===== src/rtl/y86_pipe_pkg.sv =====
// Shared definitions for the Y86 pipeline control slice: instruction codes,
// status codes, the register "none" marker and the control FSM state type.
package y86_pipe_pkg;

    localparam logic [3:0] ICODE_MRMOVQ = 4'h5;
    localparam logic [3:0] ICODE_JXX    = 4'h7;
    localparam logic [3:0] ICODE_RET    = 4'h9;
    localparam logic [3:0] ICODE_POPQ   = 4'hB;

    localparam logic [3:0] RNONE = 4'hF;

    localparam logic [2:0] STAT_BUB = 3'd0;
    localparam logic [2:0] STAT_AOK = 3'd1;
    localparam logic [2:0] STAT_HLT = 3'd2;
    localparam logic [2:0] STAT_ADR = 3'd3;
    localparam logic [2:0] STAT_INS = 3'd4;

    typedef enum logic [1:0] {
        ST_IDLE  = 2'd0,
        ST_RUN   = 2'd1,
        ST_DRAIN = 2'd2,
        ST_HALT  = 2'd3
    } pcu_state_t;

    typedef struct packed {
        logic f_stall;
        logic d_stall;
        logic d_bubble;
        logic e_bubble;
        logic m_bubble;
        logic w_stall;
    } stage_ctrl_t;

    // Pattern that pushes bubbles into every stage while fetch is held.
    localparam stage_ctrl_t CTRL_IDLE = '{
        f_stall:  1'b1,
        d_stall:  1'b0,
        d_bubble: 1'b1,
        e_bubble: 1'b1,
        m_bubble: 1'b1,
        w_stall:  1'b0
    };

    localparam stage_ctrl_t CTRL_HALT = '{
        f_stall:  1'b1,
        d_stall:  1'b1,
        d_bubble: 1'b0,
        e_bubble: 1'b0,
        m_bubble: 1'b0,
        w_stall:  1'b1
    };

    function automatic logic stat_is_exc(input logic [2:0] stat);
        return (stat == STAT_HLT) || (stat == STAT_ADR) || (stat == STAT_INS);
    endfunction

endpackage


===== src/rtl/pipe_hazard_detect.sv =====
// Combinational hazard detection: load-use, branch mispredict and ret in flight.
module pipe_hazard_detect
    import y86_pipe_pkg::*;
(
    input  logic [3:0] d_icode_i,
    input  logic [3:0] d_src_a_i,
    input  logic [3:0] d_src_b_i,
    input  logic [3:0] e_icode_i,
    input  logic [3:0] e_dst_m_i,
    input  logic       e_cnd_i,
    input  logic [3:0] m_icode_i,
    output logic       lu_o,
    output logic       mp_o,
    output logic       rt_o
);

    logic e_is_load;
    logic dst_hits_src;

    always_comb begin
        e_is_load    = (e_icode_i == ICODE_MRMOVQ) || (e_icode_i == ICODE_POPQ);
        // A load with no real destination can never feed decode.
        dst_hits_src = (e_dst_m_i != RNONE) &&
                       ((e_dst_m_i == d_src_a_i) || (e_dst_m_i == d_src_b_i));

        lu_o = e_is_load && dst_hits_src;
        mp_o = (e_icode_i == ICODE_JXX) && !e_cnd_i;
        rt_o = (d_icode_i == ICODE_RET) ||
               (e_icode_i == ICODE_RET) ||
               (m_icode_i == ICODE_RET);
    end

endmodule


===== src/rtl/pipe_control_unit.sv =====
// Pipeline control unit: run/drain/halt sequencing, stage stall/bubble
// generation and saturating performance counters.
module pipe_control_unit
    import y86_pipe_pkg::*;
#(
    parameter int CNT_W = 32
)
(
    input  logic             clk,
    input  logic             rst_n,
    input  logic             start,
    input  logic [3:0]       D_icode,
    input  logic [3:0]       d_srcA,
    input  logic [3:0]       d_srcB,
    input  logic [3:0]       E_icode,
    input  logic [3:0]       E_dstM,
    input  logic             e_Cnd,
    input  logic [3:0]       M_icode,
    input  logic [2:0]       m_stat,
    input  logic [2:0]       W_stat,
    output logic             F_stall,
    output logic             D_stall,
    output logic             D_bubble,
    output logic             E_bubble,
    output logic             M_bubble,
    output logic             W_stall,
    output logic             halted,
    output logic [2:0]       final_stat,
    output logic [CNT_W-1:0] cycle_cnt,
    output logic [CNT_W-1:0] lu_cnt,
    output logic [CNT_W-1:0] mp_cnt,
    output pcu_state_t       dbg_state
);

    pcu_state_t       state_q, state_d;
    logic             halted_q, halted_d;
    logic [2:0]       final_stat_q, final_stat_d;
    logic [CNT_W-1:0] cycle_cnt_q, cycle_cnt_d;
    logic [CNT_W-1:0] lu_cnt_q, lu_cnt_d;
    logic [CNT_W-1:0] mp_cnt_q, mp_cnt_d;

    logic        lu, mp, rt;
    logic        w_exc, m_exc;
    stage_ctrl_t ctrl;

    function automatic logic [CNT_W-1:0] sat_inc(input logic [CNT_W-1:0] v);
        return (&v) ? v : v + CNT_W'(1);
    endfunction

    pipe_hazard_detect u_hazard (
        .d_icode_i (D_icode),
        .d_src_a_i (d_srcA),
        .d_src_b_i (d_srcB),
        .e_icode_i (E_icode),
        .e_dst_m_i (E_dstM),
        .e_cnd_i   (e_Cnd),
        .m_icode_i (M_icode),
        .lu_o      (lu),
        .mp_o      (mp),
        .rt_o      (rt)
    );

    assign w_exc = stat_is_exc(W_stat);
    assign m_exc = stat_is_exc(m_stat);

    // Stage controls follow the current state and this cycle's hazards.
    always_comb begin
        ctrl = CTRL_IDLE;
        if (rst_n) begin
            case (state_q)
                ST_RUN: begin
                    ctrl.f_stall  = lu | rt;
                    ctrl.d_stall  = lu;
                    ctrl.d_bubble = mp | (rt & ~lu);
                    ctrl.e_bubble = mp | lu;
                    ctrl.m_bubble = m_exc | w_exc;
                    ctrl.w_stall  = w_exc;
                end
                ST_DRAIN: begin
                    ctrl.f_stall  = 1'b1;
                    ctrl.d_stall  = 1'b1;
                    ctrl.d_bubble = 1'b0;
                    ctrl.e_bubble = 1'b1;
                    ctrl.m_bubble = 1'b1;
                    ctrl.w_stall  = w_exc;
                end
                ST_HALT:  ctrl = CTRL_HALT;
                default:  ctrl = CTRL_IDLE;
            endcase
        end
    end

    always_comb begin
        state_d      = state_q;
        halted_d     = halted_q;
        final_stat_d = final_stat_q;
        cycle_cnt_d  = cycle_cnt_q;
        lu_cnt_d     = lu_cnt_q;
        mp_cnt_d     = mp_cnt_q;

        case (state_q)
            ST_IDLE: begin
                if (start) begin
                    state_d      = ST_RUN;
                    final_stat_d = STAT_BUB;
                    cycle_cnt_d  = '0;
                    lu_cnt_d     = '0;
                    mp_cnt_d     = '0;
                end
            end
            ST_RUN: begin
                cycle_cnt_d = sat_inc(cycle_cnt_q);
                if (lu) lu_cnt_d = sat_inc(lu_cnt_q);
                if (mp) mp_cnt_d = sat_inc(mp_cnt_q);
                // A fault already in writeback wins over one still in memory.
                if (w_exc) begin
                    state_d      = ST_HALT;
                    halted_d     = 1'b1;
                    final_stat_d = W_stat;
                end else if (m_exc) begin
                    state_d = ST_DRAIN;
                end
            end
            ST_DRAIN: begin
                cycle_cnt_d = sat_inc(cycle_cnt_q);
                if (w_exc) begin
                    state_d      = ST_HALT;
                    halted_d     = 1'b1;
                    final_stat_d = W_stat;
                end
            end
            ST_HALT: begin
                state_d = ST_HALT;
            end
            default: begin
                state_d = ST_IDLE;
            end
        endcase
    end

    always_ff @(posedge clk) begin
        if (!rst_n) begin
            state_q      <= ST_IDLE;
            halted_q     <= 1'b0;
            final_stat_q <= STAT_BUB;
            cycle_cnt_q  <= '0;
            lu_cnt_q     <= '0;
            mp_cnt_q     <= '0;
        end else begin
            state_q      <= state_d;
            halted_q     <= halted_d;
            final_stat_q <= final_stat_d;
            cycle_cnt_q  <= cycle_cnt_d;
            lu_cnt_q     <= lu_cnt_d;
            mp_cnt_q     <= mp_cnt_d;
        end
    end

    assign F_stall    = ctrl.f_stall;
    assign D_stall    = ctrl.d_stall;
    assign D_bubble   = ctrl.d_bubble;
    assign E_bubble   = ctrl.e_bubble;
    assign M_bubble   = ctrl.m_bubble;
    assign W_stall    = ctrl.w_stall;
    assign halted     = halted_q;
    assign final_stat = final_stat_q;
    assign cycle_cnt  = cycle_cnt_q;
    assign lu_cnt     = lu_cnt_q;
    assign mp_cnt     = mp_cnt_q;
    assign dbg_state  = state_q;

endmodule


===== config.mk =====
export PLATFORM = sky130hd
export DESIGN_NAME = pipe_control_unit
export DESIGN_NICKNAME = d
export VERILOG_FILES = /design/src/rtl/y86_pipe_pkg.sv /design/src/rtl/pipe_hazard_detect.sv /design/src/rtl/pipe_control_unit.sv
export SDC_FILE = /design/constraint.sdc
export NUM_CORES = 1
export LEC_CHECK = 0
export ABC_CLOCK_PERIOD_IN_PS = 4000
export CAP_MARGIN = 5
export CORE_MARGIN = 2
export CORE_UTILIZATION = 67
export DETAILED_ROUTE_END_ITERATION = 6
export DONT_BUFFER_PORTS = 1
export PLACE_DENSITY_LB_ADDON = 0.12
export SYNTH_ARGS = -nofsm -noshare
export SYNTH_HDL_FRONTEND = slang
export SYNTH_SLANG_ARGS = --single-unit
export TNS_END_PERCENT = 100

===== constraint.sdc =====
create_clock -name clk -period 4 [get_ports clk]
set_clock_uncertainty 0.1 [all_clocks]
set_input_delay 0.6 -clock clk [delete_from_list [all_inputs] [get_ports clk]]
set_output_delay 0.6 -clock clk [all_outputs]
set_load 0.01 [all_outputs]

==> metrics.txt <==
status=finished, final reports clean; GR Overflow Total=0; fin crit period=3.23 ns; Area contributors post-synth=dfxtp_1 (35%), nand2_1 (5.4%), nand3_1 (4.8%), o21ai_0 (3.9%), nor2_1 (3.7%); design area=6040 um2; ant diodes=0; crit path launch=dbg_state[0]$_SDFFE_PN0P_; Syn Nets=776; Post-CTS Setup Bufs=0; Post-Route M1 WL=6.27 mm; CP Max Fanout=22; Finish-stage setup viols=0; row count=34; total wire length=15.9 mm; metal2 WL=7.59 mm; count of max-cap constraint violations=0; highest metal used=met4; final count of hold timing violations=0; Die X=97.2 um; TritonCTS clock tree=done; EDFF count, synth=0; via count=5797; I/O Pins=142; Clock Path Buffers=2; CTS Buf Count=9; Die H=97.2 um; flops & latches, synth=102; CORE AREA=8550 um2; Power per Cell Area=430 nW/um2; Root Driver=clkbuf_8; hold_buf cts=0; R2R setup slack=0.77 ns; # resized after CTS=0; largest net degree at the start of global routing=36; Crit Path Category=reg -> reg; initial antenna violation count=0; final period utilization=80.8%; Crit path required time=4.18 ns; Routed wire per std cell=19.1 um; vias in the first global route=5515; Placed Instance Area=5860 um2; Routed Antenna Nets=0; Clock Latency Late Sink=0.38 ns; CP Cell Sequence=inv_1 -> ha_1 -> nand2b_1 -> o21ai_0 -> a21oi_1 -> and2_1 -> a21boi_0 -> o21a_1; initial core utilization=68.1%; Worst Setup End Kind=flop; RSZ-0062 raised after global routing=no; Critical R2R Launch=dbg_state[0]$_SDFFE_PN0P_; Least-Margin Pin Slew=0.875 ns; Pins Over Slew Limit=0; die area=9450 um2; GRT Util Overall=32.2%; Pre-antenna DRT Iters=5; LEAKAGE=1.90 nW; Peak Freq=309 MHz; leading area contributor after synthesis=dfxtp_1; sequential-to-total area share from yosys stat=35.1%; worst setup path end=mp_cnt[27]$_SDFFE_PN0P_; Crit-path slowest cell=and2_1; Iter 0 DRT Violations=353; Final GP Congestion=0.993; slowest stage delay, CP=0.72 ns; Post-synth top flop=dfxtp_1; Ys Warns=0; relative slew slack=40.9%; share of layout cells above drive strength 1=6.76%; Yosys cell types=75; Fin Setup TNS=0 ns; Cells after Synth=735; filler cell count=694; Final #Nets=761; Worst Hold Class=in -> reg; CTS sink count=102; HPWL after DPL=11.4 mm; met3 WL=1.53 mm; Synth top area share=35.1%; DRC viols=0; critical path startpoint category=flop; async set-reset flop share out of synthesis=0%; R2R depth=8; synth cell count leaders=dfxtp_1 (102), nand2_1 (84), nor2_1 (57); Avg Cell Area, Syn=7.92 um2; Max VDD drop=0.000360 V; post-synthesis cell area=5820 um2; global-route wire length before repair=25.7 mm; P&R area growth vs syn=3.70%; Arrival @ worst endpoint=3.41 ns; vias per inst=6.96; count leader, synth=dfxtp_1; Worst-path clk slew=0.10 ns; CTS H-Tree Depth=3; Reg-to-Reg End=mp_cnt[27]$_SDFFE_PN0P_; Buffers on Ports=0
critical path, delay by kind of cell (launching register included):
family | cells | cell delay (ns)
simple gates | 2 | 0.98
buf+inv | 1 | 0.17
fa+ha+maj | 1 | 0.32
flops | 1 | 0.51
compound gates | 4 | 1.07
logic make-up after synthesis:
family,synth area share [%]
multiplexers,0.924
adder cells (fa/ha/maj),1.50
flip-flops,35.1
XOR/XNOR,4.51
AND/OR/NAND/NOR,31.6
AO/OA/AOI/OAI,22.5
buffers and inverters,3.91
metal layers:
metal  vias up  GRT usage [%]
li1       2720              -
met1      2695           40.9
met2       329           52.5
met3        53           7.55
met4         0           14.2
met5         -              0
state kept, by name, indices dropped and copies added (netlist names):
signal / count
final_stat: 3
cycle_cnt: 32
dbg_state: 2
mp_cnt: 32
halted: 1
lu_cnt: 32
stage by stage:
| step | cells | total power [mW] | hold WS [ns] | setup WS [ns] | utilization, % |
|---|---|---|---|---|---|
| 2_1_floorplan | 735 | 1.78 | 0.390 | 1.45 | - |
| 3_3_place_gp | 817 | 1.96 | 0.419 | 0.955 | 68.5 |
| 3_5_place_dp | 817 | 1.99 | 0.423 | 0.870 | 68.5 |
| 4_1_cts | 833 | 2.57 | 0.244 | 0.852 | 70.6 |
| 5_1_grt | 833 | 2.72 | 0.234 | 0.646 | 70.6 |
| 6_report | 833 | 2.60 | 0.245 | 0.768 | 70.6 |
worst min path at each step:
stage,from,endpoint,slack (ns),depth (start not counted)
6_report,rst_n,mp_cnt[29]$_SDFFE_PN0P_,0.24,1
5_1_grt,rst_n,mp_cnt[29]$_SDFFE_PN0P_,0.23,1
4_1_cts,rst_n,mp_cnt[29]$_SDFFE_PN0P_,0.24,1
3_5_place_dp,mp_cnt[20]$_SDFFE_PN0P_,mp_cnt[20]$_SDFFE_PN0P_,0.42,1
3_3_place_gp,mp_cnt[1]$_SDFFE_PN0P_,mp_cnt[1]$_SDFFE_PN0P_,0.42,2
2_1_floorplan,mp_cnt[20]$_SDFFE_PN0P_,mp_cnt[20]$_SDFFE_PN0P_,0.39,1
cells in the final DEF, fill, tap and decap left out, types with 7 or more instances in the layout:
cell type | netlist | routed
a21o_1 | 8 | 8
a21oi_1 | 39 | 39
a311oi_1 | 7 | 7
a31oi_1 | 22 | 22
and3_1 | 9 | 9
clkbuf_8 | 0 | 10
dfxtp_1 | 102 | 102
ha_1 | 7 | 7
inv_1 | 22 | 22
nand2_1 | 84 | 84
nand2b_1 | 7 | 7
nand3_1 | 56 | 56
nand4_1 | 25 | 25
nor2_1 | 57 | 57
nor3_1 | 19 | 19
nor4_1 | 12 | 12
o21a_1 | 11 | 11
o21ai_0 | 45 | 45
o31ai_1 | 8 | 8
or3_1 | 18 | 18
or4_1 | 9 | 9
xnor2_1 | 14 | 14
xor2_1 | 16 | 16
where the power goes:
group,switching (mW),internal (mW),leakage (nW)
clock,0.359,0.246,0.0792
sequential,0.0477,1.04,0.822
combinational,0.664,0.242,0.998
final cells by class:
| cell class | count | area, um2 | share of cell area (%) |
|---|---|---|---|
| clock buffer | 12 | 145 | 2.40 |
| timing repair buffer | 6 | 45.0 | 0.746 |
| tap | 108 | 135 | 2.24 |
| multi-input combinational | 578 | 3550 | 58.8 |
| sequential | 102 | 2040 | 33.8 |
| inverter | 23 | 86.3 | 1.43 |
| clock inverter | 4 | 31.3 | 0.518 |
(Power assumes the default switching activity.)
